File: src/rtl/decode_stage.sv
// Registered RV32I/RV64I ID-stage decoder with valid/ready handshake, flush,
// load-use hazard stall and a saturating stall counter.
module decode_stage #(
  parameter int unsigned XLEN  = 32,
  parameter int unsigned CNT_W = 16
) (
  input  logic             clk,
  input  logic             rst,
  input  logic             in_valid,
  output logic             in_ready,
  input  logic [31:0]      in_instr,
  input  logic [XLEN-1:0]  in_pc,
  input  logic             flush,
  input  logic             ex_load_valid,
  input  logic [4:0]       ex_load_rd,
  output logic             out_valid,
  input  logic             out_ready,
  output logic [XLEN-1:0]  out_pc,
  output logic [6:0]       opcode,
  output logic [2:0]       func3,
  output logic [6:0]       func7,
  output logic [4:0]       rs1,
  output logic [4:0]       rs2,
  output logic [4:0]       rd,
  output logic [XLEN-1:0]  imm,
  output logic             rs1_used,
  output logic             rs2_used,
  output logic             rd_write,
  output logic             illegal,
  output logic [CNT_W-1:0] stall_count
);

  localparam logic [6:0] OpR     = 7'b0110011;
  localparam logic [6:0] OpImm   = 7'b0010011;
  localparam logic [6:0] OpLoad  = 7'b0000011;
  localparam logic [6:0] OpStore = 7'b0100011;
  localparam logic [6:0] OpBr    = 7'b1100011;
  localparam logic [6:0] OpLui   = 7'b0110111;
  localparam logic [6:0] OpAuipc = 7'b0010111;
  localparam logic [6:0] OpJal   = 7'b1101111;
  localparam logic [6:0] OpJalr  = 7'b1100111;

  typedef struct packed {
    logic [6:0]      opcode;
    logic [2:0]      func3;
    logic [6:0]      func7;
    logic [4:0]      rs1;
    logic [4:0]      rs2;
    logic [4:0]      rd;
    logic [XLEN-1:0] imm;
    logic            rs1_used;
    logic            rs2_used;
    logic            rd_write;
    logic            illegal;
  } dec_t;

  dec_t             dec_d, dec_q;
  logic [XLEN-1:0]  pc_q;
  logic             valid_q;
  logic [CNT_W-1:0] stall_q;
  logic [31:0]      imm32;
  logic             has_f3, wr_fmt;
  logic             hazard, accept, fire;

  always_comb begin
    dec_d        = '0;
    imm32        = '0;
    has_f3       = 1'b0;
    wr_fmt       = 1'b0;
    dec_d.opcode = in_instr[6:0];
    unique case (in_instr[6:0])
      OpR: begin
        has_f3         = 1'b1;
        wr_fmt         = 1'b1;
        dec_d.func7    = in_instr[31:25];
        dec_d.rs1_used = 1'b1;
        dec_d.rs2_used = 1'b1;
      end
      OpImm, OpLoad, OpJalr: begin
        has_f3         = 1'b1;
        wr_fmt         = 1'b1;
        dec_d.rs1_used = 1'b1;
        imm32          = {{20{in_instr[31]}}, in_instr[31:20]};
      end
      OpStore: begin
        has_f3         = 1'b1;
        dec_d.rs1_used = 1'b1;
        dec_d.rs2_used = 1'b1;
        imm32          = {{20{in_instr[31]}}, in_instr[31:25], in_instr[11:7]};
      end
      OpBr: begin
        has_f3         = 1'b1;
        dec_d.rs1_used = 1'b1;
        dec_d.rs2_used = 1'b1;
        imm32          = {{19{in_instr[31]}}, in_instr[31], in_instr[7], in_instr[30:25],
                          in_instr[11:8], 1'b0};
      end
      OpLui, OpAuipc: begin
        wr_fmt = 1'b1;
        imm32  = {in_instr[31:12], 12'b0};
      end
      OpJal: begin
        wr_fmt = 1'b1;
        imm32  = {{11{in_instr[31]}}, in_instr[31], in_instr[19:12], in_instr[20],
                  in_instr[30:21], 1'b0};
      end
      default: dec_d.illegal = 1'b1;
    endcase
    // Unused fields are forced to zero so downstream never sees stale bits.
    dec_d.imm      = XLEN'($signed(imm32));
    dec_d.func3    = has_f3 ? in_instr[14:12] : 3'd0;
    dec_d.rs1      = dec_d.rs1_used ? in_instr[19:15] : 5'd0;
    dec_d.rs2      = dec_d.rs2_used ? in_instr[24:20] : 5'd0;
    dec_d.rd_write = wr_fmt & (in_instr[11:7] != 5'd0);
    dec_d.rd       = dec_d.rd_write ? in_instr[11:7] : 5'd0;
  end

  assign hazard = valid_q & ex_load_valid & (ex_load_rd != 5'd0) &
                  ((dec_q.rs1_used & (dec_q.rs1 == ex_load_rd)) |
                   (dec_q.rs2_used & (dec_q.rs2 == ex_load_rd)));

  assign out_valid = valid_q & ~hazard;
  assign in_ready  = ~valid_q | (out_ready & ~hazard);
  assign accept    = in_valid & in_ready;
  assign fire      = out_valid & out_ready;

  always_ff @(posedge clk) begin
    if (rst) begin
      valid_q <= 1'b0;
      dec_q   <= '0;
      pc_q    <= '0;
      stall_q <= '0;
    end else begin
      if (flush) begin
        valid_q <= 1'b0;
      end else if (accept) begin
        valid_q <= 1'b1;
        dec_q   <= dec_d;
        pc_q    <= in_pc;
      end else if (fire) begin
        valid_q <= 1'b0;
      end
      if (hazard && (stall_q != '1)) begin
        stall_q <= stall_q + CNT_W'(1);
      end
    end
  end

  assign out_pc      = pc_q;
  assign opcode      = dec_q.opcode;
  assign func3       = dec_q.func3;
  assign func7       = dec_q.func7;
  assign rs1         = dec_q.rs1;
  assign rs2         = dec_q.rs2;
  assign rd          = dec_q.rd;
  assign imm         = dec_q.imm;
  assign rs1_used    = dec_q.rs1_used;
  assign rs2_used    = dec_q.rs2_used;
  assign rd_write    = dec_q.rd_write;
  assign illegal     = dec_q.illegal;
  assign stall_count = stall_q;

endmodule

File: config.mk
export PLATFORM = sky130hd
export DESIGN_NAME = decode_stage
export DESIGN_NICKNAME = d
export VERILOG_FILES = /design/src/rtl/decode_stage.sv
export SDC_FILE = /design/constraint.sdc
export NUM_CORES = 1
export LEC_CHECK = 0
export CELL_PAD_IN_SITES_DETAIL_PLACEMENT = 0
export CELL_PAD_IN_SITES_GLOBAL_PLACEMENT = 1
export CORE_MARGIN = 2
export CORE_UTILIZATION = 28
export DETAILED_ROUTE_END_ITERATION = 10
export GPL_TIMING_DRIVEN = 0
export PLACE_DENSITY_LB_ADDON = 0.12
export RECOVER_POWER = 100
export SYNTH_ARGS = -nofsm -noshare
export SYNTH_HDL_FRONTEND = slang
export SYNTH_SLANG_ARGS = --single-unit
export TNS_END_PERCENT = 1
File: constraint.sdc
create_clock -name clk -period 2.1 [get_ports clk]
set_input_delay 0.42 -clock clk [delete_from_list [all_inputs] [get_ports clk]]
set_output_delay 0.42 -clock clk [all_outputs]
set_load 0.01 [all_outputs]
==> run_results.csv <==
group,metric,value,unit
worst_setup_path,worstPathRequired,1.68,ns
drt,antenna_left,0,
drt,avgRoutedWirePerCell,16.36,µm
clock_tree,cts_hold_buf,0,
clock_tree,path_clk_slew,0.05,ns
sta,slew_headroom,0.5600,
worst_setup_path,worstReg2RegStart,"rs1[3]",
sta,max_slew.worst_pin.slew,0.6564,ns
logic_synthesis,synth_simple_gate_area_frac,0.2804,
worst_setup_path,start_kind,"input pin",
floorplanning,core_area,0.01724,mm²
worst_setup_path,cpPeakStageDelay,0.38,ns
sta,setup_ws,-0.009812,ns
drt,viasPerCell,4.841,
logic_synthesis,synth_top_area_frac,0.4777,
cells_and_area,nNetsFinal,886,
clock_tree,clk_latency,0.41,ns
logic_synthesis,yosys-top-cells-count,"146 x nand2_1, 117 x dfxtp_1, 70 x a21oi_1, 30 x clkbuf_1, 28 x nand3_1",
logic_synthesis,synth-async-reset-ratio,0,
logic_synthesis,synth-edff-count,0,
logic_synthesis,synth_top_family_by_area,"simple AND/OR/NAND/NOR gates",
worst_setup_path,endpoint_kind,"primary output",
cells_and_area,areaGrowthSynthToFinish,59.71,%
grt,antenna_found_initial,0,
floorplanning,design.portCount,193,
sta,setup_violations,1,
placement,place.gp.congestion,0.8621,
drt,via_count,5069,
floorplanning,die_w,136.3,µm
placement,hpwl,12780,µm
placement,port_buffers,189,
logic_synthesis,synth_top_area_cell,"dfxtp_1",
run_status,violations,"setup timing",
worst_setup_path,critical_path_buf_inv_count,2,
grt,grt_pass1_wl,26300,µm
logic_synthesis,synth-warning-count,0,
clock_tree,cts_buffers,17,
logic_synthesis,avgSynthCellArea,8.159,µm²
pwr,p_leak,2.800,nW
logic_synthesis,ys_ff_latch,117,
drt,post-route-drc-count,0,
logic_synthesis,syn-cell-area,0.004903,mm²
sta,drv_slew,0,
logic_synthesis,synth_flop_cell,"dfxtp_1",
floorplanning,die_y,136.3,µm
floorplanning,floorplan.initialDensity,0.2845,
clock_tree,cts_max_level,4,
drt,initialDrtViolationCount,204,
sta,final.min_clock_period,2.110,ns
worst_setup_path,reg2reg_slack,0.07,ns
worst_setup_path,rr_endpoint,"out_pc[27]",
worst_setup_path,cp_max_fo,5,
placement,dp.cells,1015,
logic_synthesis,ys_seq_area_frac,0.4777,
logic_synthesis,yosysMostFrequentCell,"nand2_1",
drt,drtPass1Iterations,4,
worst_setup_path,crit_chain,"buf_4 -> or3_4 -> o311a_4 -> a21oi_4 -> nand2b_4 -> buf_6",
grt,grt.overflow.total,0,
logic_synthesis,synthMuxAreaShare,0.006379,
logic_synthesis,netlist-cell-type-count,45,
flow_run,maxCapViolCount,0,
run_status,outcome,"finished with violations",
worst_setup_path,startpoint,"ex_load_rd[2]",
clock_tree,clockRootBuffer,"clkbuf_16",
logic_synthesis,syn-instance-count,601,
clock_tree,cts_tree,"built",
grt,track_usage,0.1847,
cells_and_area,drive_gt1_frac,0.1253,
grt,grt_max_degree,17,
grt,grt_pass1_vias,4979,
sta,rsz0062_at_grt,"yes",
sta,fin_skew,0.008490,ns
floorplanning,rows,48,
worst_setup_path,path_delay_family,"simple AND/OR/NAND/NOR gates",
sta,finalSetupTns,-0.009812,ns
pwr,vdd_ir_drop_max,0.4888,mV
logic_synthesis,synth_area_leaders,"dfxtp_1 48%, nand2_1 11%, a21oi_1 7.1%, nand2b_1 2.9%, nand3_1 2.9%",
worst_setup_path,cp.depth,6,
sta,fin_crit_sh,1.005,
cells_and_area,diodes,0,
worst_setup_path,cp.arrival,1.69,ns
sta,hold_viol,0,
worst_hold_path,hold_class,"input pin to flop",
sta,fmax,474.0,MHz
worst_setup_path,slowest_stage,"or3_4",
logic_synthesis,synth_xor_area_frac,0.01786,
logic_synthesis,synth_compound_area_frac,0.1722,
worst_setup_path,crit_type,"input pin to primary output",
pwr,power_density,735.2,mW/mm²
logic_synthesis,synth.net_count,677,
clock_tree,clock_sinks,117,
cells_and_area,instances_no_fill,1047,
worst_setup_path,r2r.worst_path.cells,9,
clock_tree,cts_max_path_buffers,2,
drt,wl,17130,µm
floorplanning,die-area,0.01859,mm²
worst_setup_path,cp-endpoint,"in_ready",
logic_synthesis,synth_adder_area_share,0.002552,
cells in the final DEF, fill, tap and decap left out, types with 5 or more instances in the layout:
master           instances
nor3b_1                  9
xnor2_1                  6
nand2b_1                22
clkbuf_1                17
clkdlybuf4s50_1        180
clkbuf_8                 6
a31o_2                   8
buf_4                    5
nand3b_1                13
a32oi_1                 11
or3_1                   13
nand3_1                 28
a221oi_1                 5
dfxtp_1                106
clkbuf_16               17
nand2_1                146
a21oi_1                 68
dfxtp_2                 10
nor3_1                   8
nor2_1                  15
buf_2                   11
nand4_1                 12
o21ai_0                 16
a22oi_1                  8
clkbuf_2                11
state kept, by name (all words and copies together), names as in the netlist, 3 cells and up:
register,flops
out_pc,32
rs1,5
imm,32
stall_count,16
rs2,5
rd,5
opcode,7
func7,7
func3,3
metal layers:
layer	wire, µm	track usage	share of wire	vias to the layer above
met5	0	0	0	-
met4	307	0.06424	0.018	0
met3	1159	0.06078	0.068	27
met2	8204	0.3032	0.48	142
met1	7461	0.2266	0.44	2369
li1	-	-	-	2531
report_power, final:
part	leakage (nW)	switching, mW	internal (mW)	total (mW)
logic	1.56	0.317	0.334	0.652
registers	0.958	0.0395	2.29	2.33
clock network	0.281	1.00	1.77	2.77
worst min-delay path by stage:
| stage | startpoint | endpoint | slack (ns) | depth (start not counted) |
|---|---|---|---|---|
| 2_1_floorplan | illegal | illegal | 0.48 | 2 |
| 3_3_place_gp | out_pc[2] | out_pc[2] | 0.44 | 2 |
| 3_5_place_dp | imm[5] | imm[5] | 0.44 | 2 |
| 4_1_cts | in_instr[6] | opcode[6] | 0.41 | 3 |
| 5_1_grt | in_instr[2] | opcode[2] | 0.47 | 3 |
| 6_report | in_instr[2] | opcode[2] | 0.42 | 3 |
final cells by class:
cell class / instances / area (µm²)
Fill cell: 1692 / 9405
Timing Repair Buffer: 190 / 1886
Clock inverter: 8 / 73.82
Tap cell: 225 / 281.5
Multi-Input combinational cell: 436 / 2486
Clock buffer: 23 / 498.0
Inverter: 5 / 18.77
Sequential cell: 117 / 2359
Buffer: 43 / 229.0
through the flow:
stage                     hold WS (ns)  instance area [µm²]    util  power [mW]  setup WS (ns)
after floorplan                 0.4761                 4903       -       2.626        0.02730
after global placement          0.4429                 7077  0.4106       3.012        -0.9001
after detailed placement        0.4438                 7077  0.4106       3.018        -0.9007
after CTS                       0.4088                 7760  0.4502       5.837       -0.03838
after global routing            0.4652                 7831  0.4543       5.993       -0.08100
final                           0.4229                 7831  0.4543       5.758      -0.009812
worst reg2reg max path: cells and delay by family, from the launching register on:
family,cells,cell delay [ns]
DFF,1,0.33
xor gates and xnor gates,1,0.15
AOI/OAI and AO/OA,3,0.52
buffers and inverters,3,0.70
and+or+nand+nor,2,0.27
cells by family after synthesis:
kind of cell,after synthesis
compound gates,135
buf+inv,48
fa+ha+maj,1
xor+xnor,10
simple gates,287
flops,117
mux,3
repair_timing:
action | in CTS | in global routing
endpoints found under the setup margin | 118 | 81
hold endpoints to repair | 0 | 0
setup buffers | 1 | 0
resized for setup | 62 | 25
pin swaps | 5 | 6
(Power assumes the default switching activity.)
